<file path="src/rtl/regfile_sb.sv">
// rtl/regfile_sb.sv - register file with scoreboard busy bits, write forwarding and debug port
module regfile_sb #(
    parameter int XLEN   = 32,
    parameter int NREG   = 32,
    parameter int BYPASS = 1,
    localparam int AW    = $clog2(NREG)
) (
    input  logic            clk,
    input  logic            rst_n,
    input  logic            we,
    input  logic [AW-1:0]   rd,
    input  logic [XLEN-1:0] wd,
    input  logic            wb_clr,
    input  logic            issue_valid,
    input  logic [AW-1:0]   issue_rd,
    input  logic [AW-1:0]   rs1,
    input  logic [AW-1:0]   rs2,
    output logic [XLEN-1:0] rs1_val,
    output logic [XLEN-1:0] rs2_val,
    output logic            rs1_busy,
    output logic            rs2_busy,
    output logic            hazard,
    output logic [AW:0]     busy_cnt,
    input  logic [AW-1:0]   dbg_addr,
    output logic [XLEN-1:0] dbg_val
);

    logic [XLEN-1:0] regs [NREG];
    logic [NREG-1:0] busy;

    logic            wr_live;
    logic            set_req;
    logic            clr_req;
    logic [NREG-1:0] set_mask;
    logic [NREG-1:0] clr_mask;
    logic            cnt_inc;
    logic            cnt_dec;

    assign wr_live  = we && (rd != '0);
    assign set_req  = issue_valid && (issue_rd != '0);
    assign clr_req  = wr_live && wb_clr;
    assign set_mask = set_req ? (NREG'(1) << issue_rd) : '0;
    assign clr_mask = clr_req ? (NREG'(1) << rd) : '0;

    // A clear that collides with a new issue of the same register is cancelled.
    assign cnt_inc = set_req && !busy[issue_rd];
    assign cnt_dec = clr_req && busy[rd] && !(set_req && (issue_rd == rd));

    always_ff @(posedge clk or negedge rst_n) begin
        if (!rst_n) begin
            for (int i = 0; i < NREG; i++) begin
                regs[i] <= '0;
            end
        end else if (wr_live) begin
            regs[rd] <= wd;
        end
    end

    always_ff @(posedge clk or negedge rst_n) begin
        if (!rst_n) begin
            busy     <= '0;
            busy_cnt <= '0;
        end else begin
            busy     <= (busy & ~clr_mask) | set_mask;
            busy_cnt <= busy_cnt + (AW+1)'(cnt_inc) - (AW+1)'(cnt_dec);
        end
    end

    // Forwarding is gated by rst_n so reads stay zero while reset is held.
    always_comb begin
        rs1_val  = regs[rs1];
        rs2_val  = regs[rs2];
        rs1_busy = busy[rs1];
        rs2_busy = busy[rs2];
        if (BYPASS != 0 && rst_n && wr_live) begin
            if (rs1 == rd) begin
                rs1_val  = wd;
                rs1_busy = busy[rs1] && !wb_clr;
            end
            if (rs2 == rd) begin
                rs2_val  = wd;
                rs2_busy = busy[rs2] && !wb_clr;
            end
        end
    end

    assign hazard  = rs1_busy || rs2_busy;
    assign dbg_val = regs[dbg_addr];

endmodule

</file>
<file path="config.mk">
export PLATFORM = sky130hd
export DESIGN_NAME = regfile_sb
export DESIGN_NICKNAME = d
export VERILOG_FILES = /design/src/rtl/regfile_sb.sv
export SDC_FILE = /design/constraint.sdc
export NUM_CORES = 2
export LEC_CHECK = 0
export CAP_MARGIN = 10
export CORE_ASPECT_RATIO = 0.7
export CORE_MARGIN = 5
export CORE_UTILIZATION = 50
export CTS_BUF_LIST = sky130_fd_sc_hd__clkbuf_8
export DETAILED_ROUTE_END_ITERATION = 8
export PLACE_DENSITY_LB_ADDON = 0.1
export SYNTH_ARGS = -nofsm -noshare
export SYNTH_HDL_FRONTEND = slang
export SYNTH_SLANG_ARGS = --single-unit
</file>
<file path="constraint.sdc">
create_clock -name clk -period 4.2 [get_ports clk]
set_input_delay 0.84 -clock clk [delete_from_list [all_inputs] [get_ports clk]]
set_output_delay 0.84 -clock clk [all_outputs]
set_load 0.01 [all_outputs]
</file>
==> results.md <==
| Parameter | Reported | Unit |
|---|---|---|
| Result of the run | complete, no violations | - |
| Maximum vdd ir drop | 354 | uV |
| Worst setup path endpoint | rs1_val[16] | - |
| Maximum clock rate | 239 | MHz |
| Number of max-capacitance violations reported | 0 | - |
| Number of clock sinks | 1062 | - |
| Count of input and output buffers | 166 | - |
| Share of flip-flops with an asynchronous set or reset after synthesis | 100 | % |
| CTS tree | done | - |
| Time the final worst path needs with I/O delays and setup | 4180 | ps |
| Classification of the worst setup path | in2out | - |
| Leakage power total | 32.7 | nW |
| Count of endpoints failing setup in the final report | 0 | - |
| Number of antenna-violating nets in the routed design | 0 | - |
| Placed standard-cell area | 0.0729 | sq mm |
| Clk buf depth | 3 | - |
| Mean Syn Cell Area | 14.9 | sq um |
| Wirelength per Cell | 34.3 | um |
| Hold_ws | 51.2 | ps |
| Total via count in the routed design | 46.2k | - |
| Unique cell type count in the Yosys netlist | 55 | - |
| Area grow syn2layout | 16.8 | % |
| Primary flip-flop cell chosen by synthesis mapping | dfrtp_1 | - |
| Headroom to the max-slew limit | 28.3 | % |
| Die area | 0.140 | sq mm |
| Number of cell instances on the worst register-to-register path | 14 | - |
| Gr usage total | 32.5 | % |
| Total clock buffers created by CTS | 174 | - |
| Final Core Density | 58.9 | % |
| Worst EP arrival | 3340 | ps |
| Proportion of layout cells with a drive suffix above 1 | 53.2 | % |
| Post-DP HPWL | 141000 | um |
| First element of the critical path | rs1[1] | - |
| Top cells by area, synth | dfrtp_1 40%, mux4_2 27%, mux2_2 16%, mux2i_1 4.0%, clkbuf_1 1.7% | - |
| Detailed-routing iteration count for the pre-antenna-repair pass | 7 | - |
| Type of destination of the critical path | primary output | - |
| Fin nets | 4771 | - |
| Antenna violations before repair | 6 | - |
| RR Endpoint | busy_cnt[4] | - |
| Layout Cell Area excl Fill | 0.0772 | sq mm |
| Footprint of the flip-flops and latches | 0.0266 | sq mm |
| Part of the Yosys area used for sequential elements | 40.2 | % |
| Effective utilization at floorplan | 50.5 | % |
| Chip Height | 314 | um |
| Worst EP required | 3360 | ps |
| Leading cell type by number of instances after synthesis | dfrtp_1 | - |
| Most frequent cells after synthesis | 1062 x dfrtp_1, 931 x mux2_2, 801 x mux4_2, 304 x clkbuf_1, 262 x mux2i_1 | - |
| Cell row count | 111 | - |
| Power density over cell area | 428 | mW/mm^2 |
| Core footprint | 0.131 | sq mm |
| Setup Total Neg Slack | 0 | ps |
| Worst slew pin tran | 1080 | ps |
| Share of Yosys cell area claimed by the top area cell type | 40.2 | % |
| Final Wtd Congestion | 0.842 | - |
| Hold violation total from the final report | 0 | - |
| Pin count of the biggest net entering global routing | 164 | - |
| Beginning of the worst register-to-register path | busy[4] | - |
| Insertion delay to the later sink of the worst-skew pair | 900 | ps |
| DRC errors left | 0 | - |
| R2R setup slack | 1000 | ps |
| Ratio of routed vias to standard cells | 7.02 | - |
| Clock slew at reported path FFs | 60 | ps |
| Final Non-Filler Cells | 6588 | - |
| Register bit count reported by yosys | 1062 | - |
| Via count of the first global-routing pass | 46.6k | - |
| Die extent in x | 445 | um |
| Number of standard cells after synthesis | 4428 | - |
| Synthesized cell area | 0.0661 | sq mm |
| Final setup skew | 6.61 | ps |
| Count of flip-flops with a built-in enable after synthesis | 0 | - |
| Grt ovf | 0 | - |
| Largest fanout of any net on the critical path | 82 | - |
| Total nets after synthesis | 4497 | - |
| Number of slew-limit violations in the final report | 0 | - |
| RSZ-0062 raised after global routing | false | - |
| Htree depth | 4 | - |
| Wire length of the first global-routing pass | 333000 | um |
| Filler instances | 10.4k | - |
| CP Launch Type | primary input | - |
| Library cell with the largest summed area after synthesis | dfrtp_1 | - |
| CTS Root Cell | clkbuf_8 | - |
| Placed cells | 6260 | - |
| I/O pins | 167 | - |
| Post-route fraction of the period consumed by the critical path | 99.6 | % |
| Hold crit path type | in2async | - |
| Area of the multi-input gates | 0.0379 | sq mm |
| Warnings from Yosys | 0 | - |
| WL final | 226000 | um |
| Initial detailed-routing violation count | 4935 | - |
## timing repair
item	4_1_cts	5_1_grt
endpoints found under the hold margin	11	0
buffers inserted	8	3
gates cloned	5	0
hold buffers	2	0
pin swaps	26	8
setup endpoints to repair	67	35
resized for setup	165	15
## power breakdown
group | total (mW) | internal, mW | switching, mW
clock | 9.73 | 5.22 | 4.51
sequential | 14.2 | 12.2 | 1.98
combinational | 9.17 | 5.59 | 3.57
total | 33.1 | 23.0 | 10.1
## registers in the layout, indices dropped and copies added, names as in the netlist
| name | cells |
|---|---|
| busy | 32 |
| busy_cnt | 6 |
| regs | 1024 |
## metrics by stage
stage | worst slack, ps | power (mW)
after floorplan | 169 | 20.0
after global placement | -799 | 23.1
after detailed placement | -799 | 23.4
after CTS | -135 | 33.1
after global routing | 11.3 | 34.6
final | 17.5 | 33.1
## kinds of logic after synthesis
logic type | synth area share [%]
DFF | 40.2
xor gates and xnor gates | 0.252
and+or+nand+nor | 2.72
adders and majority gates | 0.144
muxes | 48.7
AOI/OAI and AO/OA | 4.29
buffers and inverters | 3.75
## placed cells by master (no fill, tap or decap), drive strengths merged, types with 4 or more instances in the layout
cell | synthesis | layout
mux4 | 801 | 801
nand2b | 99 | 99
a221oi | 98 | 98
nor4b | 35 | 35
dfrtp | 1062 | 1062
nor2b | 38 | 40
mux2 | 1024 | 1024
a221o | 62 | 62
buf | 235 | 488
bufinv | 0 | 8
nand3 | 10 | 10
nor2 | 32 | 33
dlymetal6s2s | 0 | 5
nand3b | 5 | 5
xnor2 | 12 | 12
clkdlybuf4s50 | 0 | 78
clkinv | 0 | 28
clkinvlp | 0 | 4
dlygate4sd2 | 0 | 55
nor4 | 4 | 4
inv | 19 | 65
clkdlybuf4s15 | 0 | 4
xor2 | 7 | 7
a21oi | 69 | 69
nand2 | 21 | 21
mux2i | 262 | 262
nor3 | 36 | 36
clkbuf | 304 | 224
ha | 6 | 6
o31a | 30 | 30
o21ai | 122 | 122
## layout make-up
cell class	count	share of cell area, %
Clock inverter	86	0.765
Timing Repair Buffer	634	8.85
Sequential cell	1062	34.4
Clock buffer	222	3.96
Multi-Input combinational cell	2811	49.1
Antenna cell	3	0.00972
Tap cell	1751	2.84
Inverter	19	0.105
## per-layer routing
layer,wire (um),share of wire [%],up-vias,global-route usage (%)
li1,-,-,18300,-
met2,101000,45,2320,48.6
met3,19800,8.8,423,6.81
met1,97800,43,25200,48.3
met4,6550,2.9,2,9.75
met5,13,0.0058,-,0
## how the worst min path moves through the flow
stage | start | end | slack [ps] | depth (start not counted)
after global placement | regs[999] | regs[999] | 400 | 0
after detailed placement | regs[1015] | regs[1015] | 400 | 0
after floorplan | busy[0] | busy[0] | 460 | 1
final | rst_n | regs[766] | 50 | 2
after CTS | rst_n | regs[956] | 30 | 2
after global routing | rst_n | regs[766] | 90 | 2
## worst max-delay path, cell delays in order
cell and delay [ps]:
buf_8 140, buf_4 160, buf_12 400, mux4_2 430
mux4_2 510, a221o_1 390, dlygate4sd2_1 300
(Power assumes the default switching activity.)
